<file path="src/rtl/axi_ic_pkg.sv">
// Shared AXI interconnect definitions: select-code encoding, default channel
// widths and the read-return bundle passed between interconnect blocks.
package axi_ic_pkg;

  localparam int SEL_W = 2;

  localparam logic [SEL_W-1:0] SEL_THIS = 2'b01;
  localparam logic [SEL_W-1:0] SEL_NONE = 2'b00;

  localparam int AXI_ID_W   = 64;
  localparam int AXI_DATA_W = 64;
  localparam int AXI_RESP_W = 2;

  typedef struct packed {
    logic                  arready;
    logic                  rlast;
    logic                  rvalid;
    logic [AXI_ID_W-1:0]   rid;
    logic [AXI_DATA_W-1:0] rdata;
    logic [AXI_RESP_W-1:0] rresp;
  } rd_ret_t;

  // Only the code 01 means the slave currently belongs to this master.
  function automatic logic sel_is_this(input logic [SEL_W-1:0] sel);
    return sel == SEL_THIS;
  endfunction

endpackage

</file>
<file path="src/rtl/rd_ret_gate.sv">
// Gates one read-return bundle with an enable so that a deselected slave
// drives all zeros into the OR stage of the return mux.
module rd_ret_gate
  import axi_ic_pkg::*;
#(
  parameter type T = rd_ret_t
) (
  input  T     bundle_in,
  input  logic en,
  output T     bundle_out
);

  assign bundle_out = bundle_in & {$bits(T){en}};

endmodule

</file>
<file path="src/rtl/rd_slave_return.sv">
// Master-side read-return mux: forwards ARREADY and the R channel of whichever
// slave this master owns, and records any cycle where both slaves claim it.
module rd_slave_return
  import axi_ic_pkg::*;
#(
  parameter int ID_W   = AXI_ID_W,
  parameter int DATA_W = AXI_DATA_W,
  parameter int RESP_W = AXI_RESP_W
) (
  input  logic              i_clk,
  input  logic              i_rst,
  input  logic              s1_ARREADY,
  input  logic              s2_ARREADY,
  input  logic              s1_RLAST,
  input  logic              s2_RLAST,
  input  logic              s1_RVALID,
  input  logic              s2_RVALID,
  input  logic [ID_W-1:0]   s1_RID,
  input  logic [ID_W-1:0]   s2_RID,
  input  logic [DATA_W-1:0] s1_RDATA,
  input  logic [DATA_W-1:0] s2_RDATA,
  input  logic [RESP_W-1:0] s1_RRESP,
  input  logic [RESP_W-1:0] s2_RRESP,
  input  logic [SEL_W-1:0]  mas_sel1,
  input  logic [SEL_W-1:0]  mas_sel2,
  output logic              rd_ARREADY,
  output logic              rd_RLAST,
  output logic              rd_RVALID,
  output logic [ID_W-1:0]   rd_RID,
  output logic [DATA_W-1:0] rd_RDATA,
  output logic [RESP_W-1:0] rd_RRESP,
  output logic              rd_sel_conflict
);

  // Local bundle type so width overrides on this instance stay consistent.
  typedef struct packed {
    logic              arready;
    logic              rlast;
    logic              rvalid;
    logic [ID_W-1:0]   rid;
    logic [DATA_W-1:0] rdata;
    logic [RESP_W-1:0] rresp;
  } ret_t;

  logic s1_hit;
  logic s2_hit;
  logic en1;
  logic en2;
  ret_t s1_ret;
  ret_t s2_ret;
  ret_t s1_gated;
  ret_t s2_gated;
  ret_t rd_ret;

  assign s1_hit = sel_is_this(mas_sel1);
  assign s2_hit = sel_is_this(mas_sel2);

  // Slave 1 wins a double hit; enables stay one-hot so nothing leaks through.
  assign en1 = s1_hit;
  assign en2 = s2_hit & ~s1_hit;

  assign s1_ret = {s1_ARREADY, s1_RLAST, s1_RVALID, s1_RID, s1_RDATA, s1_RRESP};
  assign s2_ret = {s2_ARREADY, s2_RLAST, s2_RVALID, s2_RID, s2_RDATA, s2_RRESP};

  rd_ret_gate #(.T(ret_t)) u_gate_s1 (
    .bundle_in  (s1_ret),
    .en         (en1),
    .bundle_out (s1_gated)
  );

  rd_ret_gate #(.T(ret_t)) u_gate_s2 (
    .bundle_in  (s2_ret),
    .en         (en2),
    .bundle_out (s2_gated)
  );

  assign rd_ret = s1_gated | s2_gated;

  assign rd_ARREADY = rd_ret.arready;
  assign rd_RLAST   = rd_ret.rlast;
  assign rd_RVALID  = rd_ret.rvalid;
  assign rd_RID     = rd_ret.rid;
  assign rd_RDATA   = rd_ret.rdata;
  assign rd_RRESP   = rd_ret.rresp;

  // Sticky debug flag; only reset clears it.
  always_ff @(posedge i_clk) begin
    if (i_rst) begin
      rd_sel_conflict <= 1'b0;
    end else if (s1_hit && s2_hit) begin
      rd_sel_conflict <= 1'b1;
    end
  end

endmodule

</file>
<file path="config.mk">
export PLATFORM = sky130hd
export DESIGN_NAME = rd_slave_return
export DESIGN_NICKNAME = d
export VERILOG_FILES = /design/src/rtl/axi_ic_pkg.sv /design/src/rtl/rd_ret_gate.sv /design/src/rtl/rd_slave_return.sv
export SDC_FILE = /design/constraint.sdc
export NUM_CORES = 1
export LEC_CHECK = 0
export ABC_AREA = 0
export CAP_MARGIN = 10
export CORE_AREA = 5 5 156 158
export DETAILED_ROUTE_END_ITERATION = 16
export DIE_AREA = 0 0 161 163
export PLACE_DENSITY_LB_ADDON = 0.1
export REMOVE_ABC_BUFFERS = 1
export SLEW_MARGIN = 20
export SYNTH_ARGS = -nofsm -noshare
export SYNTH_HDL_FRONTEND = slang
export SYNTH_SLANG_ARGS = --single-unit
</file>
<file path="constraint.sdc">
create_clock -name i_clk -period 1.27 [get_ports i_clk]
set_input_delay 0.254 -clock i_clk [delete_from_list [all_inputs] [get_ports i_clk]]
set_output_delay 0.254 -clock i_clk [all_outputs]
set_load 0.03 [all_outputs]
</file>
## Word level (Yosys, flattened, before mapping)

Cells that the tools add are included.

- Flip-flop bits (word level): 1
- Bits of input ports: 272
- Output and inout bits: 134

- Equal/unequal tests: 2
- Bitwise gates (word level): 5
- Reductions and logical operators: 1

Operator list:

| kind | number |
|---|---|
| 133-bit bitwise AND | 2 |
| 133-bit bitwise OR | 1 |
| 2-bit by 1-bit equality test with 1-bit output (second input constant) | 2 |
| 1-bit bitwise AND | 1 |
| 1-bit logical AND | 1 |
| 1-bit NOT | 1 |

## Longest topological paths before layout

- Depth in word-level cells: 5
- Depth in mapped cells: 6

## Hierarchy

A second synthesis with hierarchy kept.

- Cells, all modules: 433
- Area, all modules: 2797.7 um^2

By module, submodules not included:

| module | instances | cells an instance | area each (um^2) |
|---|---|---|---|
| rd_ret_gate | 2 | 147 | 952.2 |
| rd_slave_return | 1 | 139 | 893.4 |

## Least setup slack after synthesis

Ideal clock, no wire load.

- Kind: input to output
- From: in mas_sel1[0]
- To: out rd_RDATA[60]
- Arrival time: 1.190 ns
- Required time: 1.016 ns
- Path slack: -0.174 ns
- Cell stages on the path: 5
- Buffers on the path: 3
- Path through: buf_4 buf_2 clkbuf_1 and3b_1 a31o_1

- Cells in the longest elaborated chain, start to end: 5
- Elaborated cells on any way between the ends: 6
- Classes of those cells: 1 x eq/ne; 5 x bitwise

RTL lines:

| element | line | text |
|---|---|---|
| start: declaration | rd_slave_return.sv:24 | `input logic [SEL_W-1:0] mas_sel1,` |
| 2-bit by 1-bit equality test with 1-bit output (*) | axi_ic_pkg.sv:25 | `return sel == SEL_THIS;` |
| 1-bit NOT | rd_slave_return.sv:60 | `assign en2 = s2_hit & ~s1_hit;` |
| 1-bit bitwise AND | rd_slave_return.sv:60 |  |
| 133-bit bitwise AND | rd_ret_gate.sv:13 | `assign bundle_out = bundle_in & {$bits(T){en}};` |
| 133-bit bitwise OR (*) | rd_slave_return.sv:77 | `assign rd_ret = s1_gated \| s2_gated;` |
| end: declaration | rd_slave_return.sv:30 | `output logic [DATA_W-1:0] rd_RDATA,` |

Every way passes the cells marked *; elsewhere a longest branch is shown, timed or not.

## Worst setup path after layout

- From: in mas_sel1[1]
- To: out rd_RID[16]

- Cells in the longest elaborated chain, start to end: 5
- Elaborated cells on any way between the ends: 6
- Classes of those cells: 1 x eq/ne; 5 x bitwise

RTL lines:

| element | line | text |
|---|---|---|
| 2-bit by 1-bit equality test with 1-bit output (*) | axi_ic_pkg.sv:25 |  |
| 1-bit NOT | rd_slave_return.sv:60 |  |
| 1-bit bitwise AND | rd_slave_return.sv:60 |  |
| 133-bit bitwise AND | rd_ret_gate.sv:13 |  |
| 133-bit bitwise OR (*) | rd_slave_return.sv:77 |  |
| end: declaration | rd_slave_return.sv:29 | `output logic [ID_W-1:0] rd_RID,` |

Marks and branches as above.

==> impl_results.md <==
- Max-cap viol count: 0
- Number of placement rows: 56
- Share of the synthesized area in the top cell type: 0.4278
- Worst vdd ir: 0.1806 mV
- Min-Delay Path Depth: 2
- R2R setup slack: 750 ps
- Min Clock Period, post-route: 1587 ps
- Met2 WL: 13,080 microns
- Placed Cells: 987
- Worst setup SP type: primary input
- Failing checks: negative setup slack
- Class of the worst hold path: reg2reg
- Crit path max fanout: 7
- Largest register FFs: 1
- DR pass1 iterations: 4
- Synth Register Bits: 1
- Critical path data arrival time: 1330 ps
- Core Util, Final: 0.4018
- Die area: 26,240 sq um
- Initial antenna violation count: 1
- Met1 WL: 9454 microns
- Synth-to-layout area growth: 239.2%
- Routed wl met3: 1704 microns
- Cells after Synth: 332
- Nets: 1,019
- WP data required: 1020 ps
- Remaining global-route overflow: 0
- Routed vias: 4,745
- Rel. slew slack: 0.8488
- RSZ-0062 raised after global routing: true
- PwrDens: 414.6 nW/um^2
- Crit Path Category: in2out
- Non-Filler Instances: 1,035
- Per-cell routed wire length: 23.70 microns
- Largest cells by area after synthesis: and3b_1 (43%), a31o_1 (23%), a31o_2 (20%)
- R2R depth: 2
- Post-route cell area: 9235 sq um
- Max Transition Viols Final: 0
- Largest register by flop count: rd_sel_conflict
- Final-report setup violation count: 133
- IO Pins: 406
- Layout cells sized above 1: 0.3772
- Reg clk slew, reported paths: 0 ps
- Port buffer count: 405
- Top layer in use: met5
- Pin count of the biggest net entering global routing: 55
- Initial core utilization: 0.1185
- Avg Inst Size Synth: 8.201 sq um
- Largest registers: rd_sel_conflict x1
- Die Ht: 163 microns
- Tot GR Track Use: 0.1646
- Setup crit end kind: output pin
- Core box area: 22,980 sq um
- Post-DP HPWL: 14,770 microns
- Final setup margin: -317.5 ps
- Routed Antenna Nets: 0
- Synth cell types: 13
- Starting DRC count in detailed routing: 187
- Global-route wire length before repair: 33,500 microns
- FMAX: 0.6299 GHz
- Cts hold-fix bufs: 0
- Most used cell, CP: buf_12
- Worst Hold Launch: rd_sel_conflict$_SDFFE_PP0P_
- Die Width: 161 microns
- Reg2reg start: rd_sel_conflict$_SDFFE_PP0P_
- Worst path max stage delay: 210 ps
- FILL cells: 2,262
- Synth Cell Area: 2723 sq um
- FF-to-FF End: rd_sel_conflict$_SDFFE_PP0P_
- # DRC: 0
- Period utilisation layout: 1.250
- ANT cells: 0
- Area post-placement: 6999 sq um
- Routability Congestion: 0.7998
- Layout Skew: 0 ps
- CP max-delay cell: a31o_1
- Cell chain of the critical path: buf_12, nand2b_4, buf_12, buf_12, buf_16, a31o_1, buf_6
- Ys Warns: 0
- Leading area contributor after synthesis: and3b_1
- Tightest Pin Transition: 226.7 ps
- Clk Latency, worst-skew pair: 0 ps
- Vias in the first global route: 5,277
- Fin. Hold Viols: 0
- Leak: 4.264 nW
- WL final: 24,530 microns
- Status: finished with violations
- Hold EP: rd_sel_conflict$_SDFFE_PP0P_
- Vias per Instance: 4.585
- Register area share after synthesis: 0.007353
- Pre-CTS WS: -652.3 ps
- Final Power: 3.829 mW
-- worst max-delay path by stage --
stage	startpoint	endpoint	slack [ps]	cells past startpoint
2_1_floorplan	mas_sel2[1]	rd_ARREADY	-4280	2
3_3_place_gp	mas_sel2[0]	rd_RID[29]	-680	5
3_5_place_dp	mas_sel2[0]	rd_RID[59]	-650	5
4_1_cts	mas_sel2[0]	rd_RID[25]	-370	8
5_1_grt	mas_sel1[1]	rd_RID[30]	-350	7
6_report	mas_sel1[1]	rd_RID[16]	-320	7
-- synthesized netlist by cell type --
library cell	number
and3b_1	133
a31o_1	70
a31o_2	63
clkbuf_1	26
buf_2	23
buf_6	10
a21oi_1	1
buf_4	1
dfxtp_1	1
inv_1	1
nand2b_4	1
nand4bb_1	1
nor2b_1	1
-- per-stage QoR --
step / hold WS, ps / TNS (ps)
3_5_place_dp: 438.3 / -76850
5_1_grt: 465.4 / -37870
4_1_cts: 439.3 / -37560
3_3_place_gp: 439.8 / -77530
2_1_floorplan: 323.1 / -566940
6_report: 434.5 / -33630
-- placed cells by master, fill, tap and decap left out --
master and count:
nand4bb_1 1, bufbuf_16 2, inv_1 1, a21oi_1 1, buf_16 27, nand2b_4 2
a31o_4 68, clkbuf_16 7, and3b_1 133, buf_6 119, buf_8 8, a31o_1 60
clkdlybuf4s50_1 264, buf_12 35, dfxtp_1 1, buf_4 7, nor2b_4 1, dlygate4sd2_1 3
a31o_2 5
-- critical path, delay by kind of cell --
kind,cells,cell delay (ps)
buffers and inverters,5,670
AO/OA/AOI/OAI,1,210
AND/OR/NAND/NOR,1,190
-- power breakdown --
part / total [mW] / switching, mW / internal [mW]
combinational: 3.80 / 1.56 / 2.23
sequential: 0.0337 / 0.000510 / 0.0332
clock: 0 / 0 / 0
-- metal layers --
layer / up-vias / global-route usage
li1: 2202 / -
met1: 2301 / 0.1861
met2: 222 / 0.3202
met3: 18 / 0.04024
met4: 2 / 0.01939
met5: - / 0
-- kinds of logic (layout without fill, tap and decap cells) --
| group | after synthesis | after routing | synth area share |
|---|---|---|---|
| AOI/OAI and AO/OA | 134 | 134 | 0.4297 |
| buffers and inverters | 61 | 473 | 0.1236 |
| DFF | 1 | 1 | 0.007353 |
| and+or+nand+nor | 136 | 137 | 0.4393 |
-- timing repair --
action                                  CTS  global route
pin swaps                                74            83
gates resized for setup                 238            28
setup buffers                            20             1
endpoints found under the setup margin  133           133
gates cloned                             28             7
-- layout make-up --
type	instances	area (sq um)	area share
Timing Repair Buffer	472	5866	0.6351
Multi-Input combinational cell	271	2983	0.3230
Inverter	1	3.754	0.0004064
Sequential cell	1	20.02	0.002168
Tap cell	290	362.8	0.03929
No activity file was read; power rests on OpenSTA's default activity.
